==> config.mk <==
export PLATFORM = sky130hd
export DESIGN_NAME = pla_bist_sweep_flat
export DESIGN_NICKNAME = d
export VERILOG_FILES = /design/src/rtl/pla_bist_sweep_if.sv /design/src/rtl/pla_bist_sweep.sv /design/src/flat_wrapper.sv
export SDC_FILE = /design/constraint.sdc
export NUM_CORES = 1
export LEC_CHECK = 0
export ABC_AREA = 1
export ABC_CLOCK_PERIOD_IN_PS = 1500
export BUFFER_PORTS_ARGS = -buffer_cell sky130_fd_sc_hd__buf_4
export CAP_MARGIN = 5
export CORE_MARGIN = 1
export CORE_UTILIZATION = 48
export DETAILED_ROUTE_END_ITERATION = 8
export PLACE_DENSITY = 0.75
export SYNTH_ARGS = -nofsm -noshare
export SYNTH_HDL_FRONTEND = slang
export SYNTH_SLANG_ARGS = --single-unit
export TNS_END_PERCENT = 1
==> constraint.sdc <==
create_clock -name clk -period 1.5 [get_ports clk]
set_input_delay 0.15 -clock clk [delete_from_list [all_inputs] [get_ports clk]]
set_output_delay 0.15 -clock clk [all_outputs]
set_load 0.02 [all_outputs]
==> src/rtl/pla_bist_sweep_if.sv <==
// Bundle of control, status and PLA-facing signals for the PLA BIST sweep engine.
// The slave view belongs to the sweep engine; the master view belongs to the
// test controller plus the PLA under test.
interface pla_bist_sweep_if #(
    parameter int N_IN  = 14,
    parameter int N_OUT = 14
);
    logic             start;
    logic             abort;
    logic             hold;
    logic [N_OUT-1:0] golden;
    logic [N_IN-1:0]  pla_in;
    logic [N_OUT-1:0] pla_out;
    logic             busy;
    logic             done;
    logic             pass;
    logic [N_OUT-1:0] signature;

    modport slave (
        input  start,
        input  abort,
        input  hold,
        input  golden,
        input  pla_out,
        output pla_in,
        output busy,
        output done,
        output pass,
        output signature
    );

    modport master (
        output start,
        output abort,
        output hold,
        output golden,
        output pla_out,
        input  pla_in,
        input  busy,
        input  done,
        input  pass,
        input  signature
    );
endinterface

==> src/rtl/pla_bist_sweep.sv <==
// Exhaustive BIST sweep for a combinational PLA: counts through every input
// vector, folds each response into a Galois MISR and compares the final
// signature with a golden value.
module pla_bist_sweep #(
    parameter int               N_IN  = 14,
    parameter int               N_OUT = 14,
    parameter logic [N_OUT-1:0] POLY  = 14'h002B,
    parameter logic [N_OUT-1:0] SEED  = '0
) (
    input logic              clk,
    input logic              rst,
    pla_bist_sweep_if.slave  bus
);

    typedef enum logic [1:0] {
        IDLE = 2'd0,
        RUN  = 2'd1,
        DONE = 2'd2
    } state_t;

    localparam logic [N_IN-1:0] LAST_VEC = '1;

    state_t           state_q, state_d;
    logic [N_IN-1:0]  pla_in_q, pla_in_d;
    logic [N_OUT-1:0] sig_q, sig_d;
    logic             pass_q, pass_d;
    logic [N_OUT-1:0] misr_next;

    // Next-state logic: start (re)loads the sweep, RUN advances unless frozen or aborted
    always_comb begin
        state_d  = state_q;
        pla_in_d = pla_in_q;
        sig_d    = sig_q;
        pass_d   = pass_q;

        misr_next = {sig_q[N_OUT-2:0], 1'b0}
                  ^ (sig_q[N_OUT-1] ? POLY : '0)
                  ^ bus.pla_out;

        case (state_q)
            IDLE, DONE: begin
                if (bus.start) begin
                    state_d  = RUN;
                    pla_in_d = '0;
                    sig_d    = SEED;
                    pass_d   = 1'b0;
                end
            end
            RUN: begin
                if (bus.abort) begin
                    state_d  = IDLE;
                    pla_in_d = '0;
                end else if (!bus.hold) begin
                    sig_d    = misr_next;
                    pla_in_d = pla_in_q + 1'b1;
                    if (pla_in_q == LAST_VEC) begin
                        state_d = DONE;
                        pass_d  = (misr_next == bus.golden);
                    end
                end
            end
            default: begin
                state_d  = IDLE;
                pla_in_d = '0;
                sig_d    = SEED;
                pass_d   = 1'b0;
            end
        endcase
    end

    // State, vector counter, MISR and verdict registers with asynchronous clear
    always_ff @(posedge clk or posedge rst) begin
        if (rst) begin
            state_q  <= IDLE;
            pla_in_q <= '0;
            sig_q    <= SEED;
            pass_q   <= 1'b0;
        end else begin
            state_q  <= state_d;
            pla_in_q <= pla_in_d;
            sig_q    <= sig_d;
            pass_q   <= pass_d;
        end
    end

    assign bus.pla_in    = pla_in_q;
    assign bus.busy      = (state_q == RUN);
    assign bus.done      = (state_q == DONE);
    assign bus.pass      = pass_q;
    assign bus.signature = sig_q;

endmodule

==> src/flat_wrapper.sv <==
// flat-port wrapper written by rule: the top's interface ports become plain ports
module pla_bist_sweep_flat 
#(
    parameter int               N_IN  = 14,
    parameter int               N_OUT = 14,
    parameter logic [N_OUT-1:0] POLY  = 14'h002B,
    parameter logic [N_OUT-1:0] SEED  = '0
)
  (clk, rst, bus_start, bus_abort, bus_hold, bus_golden, bus_pla_out, bus_pla_in, bus_busy, bus_done, bus_pass, bus_signature);
  pla_bist_sweep_if #(.N_IN(N_IN), .N_OUT(N_OUT)) bus_i ();
  input logic clk;
  input logic rst;
  input wire logic [$bits(bus_i.start)-1:0] bus_start;
  input wire logic [$bits(bus_i.abort)-1:0] bus_abort;
  input wire logic [$bits(bus_i.hold)-1:0] bus_hold;
  input wire logic [$bits(bus_i.golden)-1:0] bus_golden;
  input wire logic [$bits(bus_i.pla_out)-1:0] bus_pla_out;
  output wire logic [$bits(bus_i.pla_in)-1:0] bus_pla_in;
  output wire logic [$bits(bus_i.busy)-1:0] bus_busy;
  output wire logic [$bits(bus_i.done)-1:0] bus_done;
  output wire logic [$bits(bus_i.pass)-1:0] bus_pass;
  output wire logic [$bits(bus_i.signature)-1:0] bus_signature;
  assign bus_i.start = bus_start;
  assign bus_i.abort = bus_abort;
  assign bus_i.hold = bus_hold;
  assign bus_i.golden = bus_golden;
  assign bus_i.pla_out = bus_pla_out;
  assign bus_pla_in = bus_i.pla_in;
  assign bus_busy = bus_i.busy;
  assign bus_done = bus_i.done;
  assign bus_pass = bus_i.pass;
  assign bus_signature = bus_i.signature;
  pla_bist_sweep #(.N_IN(N_IN), .N_OUT(N_OUT), .POLY(POLY), .SEED(SEED)) u_core (.clk(clk), .rst(rst), .bus(bus_i));
endmodule
==> impl_metrics.csv <==
group,metric,value,unit
run_status,outcome,"complete, no violations",
pwr,p_comb_share,49.7,%
cts,clock-sinks,31,
cts,cts_root_buffer,"clkbuf_8",
timing,worstMarginPinSlew,0.4178,ns
cts,cts_tree,"yes",
worst_setup_path,endpoint_kind,"register",
pwr,swShare,43.09,%
final_layout,final_nets,433,
job,drv_cap,0,
pwr,p_leak,1.612,nW
worst_setup_path,path_cells,"inv_2, nor2_4, nand2_4, nand2_8, nand2_8, buf_4, nand3_1, xor2_1, nor2_1",
synthesis,synth-seq-area-share,36.90,%
hold_path,hp-class,"in2reg",
routing,antenna_left,0,
timing,fin_crit,1.462,ns
synthesis,synth_top_area_share,36.90,%
placement,dp.cells,433,
global_routing,grt_max_degree,32,
pwr,p_sw,1.512,mW
synthesis,synthArstFlopShare,100.0,%
synthesis,synth.distinct_cells,27,
worst_setup_path,cp_max_fo,7,
worst_setup_path,slowest_delay,0.43,ns
final_layout,antenna-diode-count,0,
pwr,ir_worst_vdd,0.7275,mV
hold_path,hp-start,"bus_start",
timing,max_freq,684.1,MHz
global_routing,antenna_found_initial,0,
die,dieArea,0.004648,sq mm
synthesis,netlist_area,0.002102,sq mm
worst_setup_path,cp-endpoint,"u_core.bus.pla_in[12]",
synthesis,yosysTopAreaCell,"dfrtp_1",
synthesis,synth_area_per_cell,6.610,sq um
cts,cts.htree.levels,2,
synthesis,syn_nets,352,
global_routing,grt_pass1_vias,2037,
global_routing,grt_use_total,24.37,%
final_layout,finalNonFillerCells,450,
synthesis,synth_common_cells,"nand2_1, inv_1, dfrtp_1, nor2_1, nand3_1",
synthesis,ys_dominant_reg_cell,"dfrtp_1",
global_routing,grt_pass1_wl,8349,microns
pwr,internal_power,1.996,mW
routing,vias,2229,
cts,insertion_delay,0.28,ns
die,row_count,23,
die,die_y,68.18,microns
worst_setup_path,r2r-start,"u_core.state_q[0]",
worst_setup_path,critPathSlowestCell,"dfrtp_1",
pwr,power_density,1227,mW/mm^2
worst_setup_path,worstPathRequired,1.67,ns
routing,vias_per_cell,4.953,
synthesis,ys_seq_elements,31,
worst_setup_path,cp.arrival,1.63,ns
routing,wl,5505,microns
worst_setup_path,worstSetupStartpointType,"register",
die,coreArea,0.004115,sq mm
timing,slew_headroom,72.15,%
synthesis,synth_warnings,0,
cts,numCtsBuffers,5,
worst_setup_path,worst_path_most_repeated_cell,"nand2_8",
placement,place_congestion,0.8511,
pwr,p_seq_share,31.7,%
final_layout,finish.utilization,69.47,%
routing,wire_per_inst,12.23,microns
timing,rsz0062_at_grt,"true",
die,fp.dieW,68.18,microns
timing,fin_worst_skew,0.004768,ns
worst_setup_path,ff2ff_path_depth,9,
global_routing,gr-total-overflow,0,
routing,drc_errors,0,
synthesis,synth-edff-count,0,
timing,finalSetupViolations,0,
worst_setup_path,worstSetupStartpoint,"u_core.state_q[0]",
cts,clk_pin_slew,0.07,ns
placement,dp_hpwl,4094,microns
synthesis,synth.area.top_cells,"dfrtp_1, nand2_1, inv_1",
worst_setup_path,worstSetupPathType,"reg2reg",
die,io-pin-count,64,
timing,finalCritPeriodShare,97.45,%
pwr,clkPwrFrac,18.6,%
routing,drt-pass1-iter-count,4,
worst_setup_path,r2r_setup_slack,0.04,ns
routing,drt_iter0_drc,139,
cts,clockBufferDepth,2,
final_layout,syn_to_final_growth,36.01,%
synthesis,yosys.cell_count.top_type,"nand2_1",
worst_setup_path,reg2reg_to,"u_core.bus.pla_in[12]",
timing,finalHoldViolCount,0,
synthesis,syn_inst,318,
die,start_util,51.08,%
timing,slew_violations,0,
placement,io_buffers,63,
final_layout,final_layout_size_suffix_gt1_share,28.25,%
-- repair_timing --
item | CTS | global route
hold buffers | 1 | 0
resized for setup | 0 | 22
setup endpoints to repair | 1 | 14
endpoints found under the hold margin | 31 | 0
setup buffers | 1 | 7
pin swaps | 0 | 9
-- final cells by class --
| type | instances | area (sq um) |
|---|---|---|
| tap | 50 | 62.56 |
| sequential | 31 | 777.0 |
| multi-input combinational | 220 | 1117 |
| clock inverter | 1 | 5.005 |
| inverter | 64 | 240.2 |
| fill | 372 | 1256 |
| timing repair buffer | 77 | 580.6 |
| clock buffer | 7 | 76.32 |
-- registers in the layout (all words and copies together), names as in the netlist --
name                  flops
u_core.bus.pass           1
u_core.bus.pla_in        14
u_core.state_q            2
u_core.bus.signature     14
-- how the worst min path moves through the flow --
| stage | end | slack, ns | cells past startpoint |
|---|---|---|---|
| 6_report | u_core.state_q[0] | 0.12 | 3 |
| 5_1_grt | u_core.state_q[0] | 0.12 | 3 |
| 4_1_cts | u_core.state_q[0] | 0.13 | 3 |
| 3_5_place_dp | u_core.bus.signature[3] | 0.27 | 3 |
| 3_3_place_gp | u_core.bus.signature[3] | 0.27 | 3 |
| 2_1_floorplan | u_core.bus.pass | 0.25 | 1 |
-- metal layers --
| layer | routed length [microns] | up-vias | track usage (%) |
|---|---|---|---|
| met4 | 190 | 0 | 8.854 |
| met2 | 2790 | 63 | 43.63 |
| met5 | 0 | - | 0 |
| li1 | - | 1136 | - |
| met1 | 2283 | 1012 | 28.09 |
| met3 | 241 | 18 | 5.333 |
-- worst max-delay path, delay by kind of cell (launching register included) --
family | cells | cell delay, ns
flip-flops | 1 | 0.43
XOR/XNOR | 1 | 0.15
AND/OR/NAND/NOR | 6 | 0.55
buffers and inverters | 2 | 0.22
-- per-stage QoR --
stage               power, mW  hold slack [ns]  TNS [ns]  setup slack, ns  area [sq um]
global route            3.750           0.1220   -0.1626         -0.03289          2859
finish                  3.508           0.1186         0          0.03822          2859
floorplan               2.198           0.2535         0          0.02374          2102
detailed placement      2.695           0.2722         0          0.01989          2648
global placement        2.661           0.2664         0          0.06447          2648
CTS                     3.355           0.1306         0         0.008623          2746
-- cells by family (layout without fill, tap and decap cells) --
| family | count (synthesis) | in the layout | synth area share, % |
|---|---|---|---|
| buffers and inverters | 67 | 149 | 12.74 |
| adders and majority gates | 1 | 1 | 0.5951 |
| AOI/OAI and AO/OA | 32 | 32 | 9.166 |
| DFF | 31 | 31 | 36.90 |
| xor gates and xnor gates | 3 | 3 | 1.250 |
| and+or+nand+nor | 184 | 184 | 39.35 |
-- power by group through the flow --
stage / registers, mW / clock network (mW) / logic [mW]
2_1_floorplan: 1.24 / 0 / 0.963
3_3_place_gp: 1.11 / 0 / 1.55
3_5_place_dp: 1.12 / 0 / 1.58
4_1_cts: 1.10 / 0.661 / 1.59
5_1_grt: 1.13 / 0.702 / 1.92
6_report: 1.11 / 0.653 / 1.74
-- placed cells by master (no fill, tap or decap), types with 4 or more instances in the layout --
master / netlist / final
a21oi_1: 6 / 6
buf_4: 0 / 76
clkbuf_8: 0 / 5
dfrtp_1: 31 / 30
inv_1: 61 / 58
inv_2: 3 / 6
nand2_1: 110 / 107
nand2_2: 1 / 4
nand3_1: 27 / 25
nand3b_1: 5 / 5
nor2_1: 29 / 25
nor2_2: 3 / 4
nor2_4: 3 / 6
o21ai_0: 10 / 7
o21ai_1: 1 / 4
o22ai_1: 12 / 12
Power figures use the tool's default switching activity.
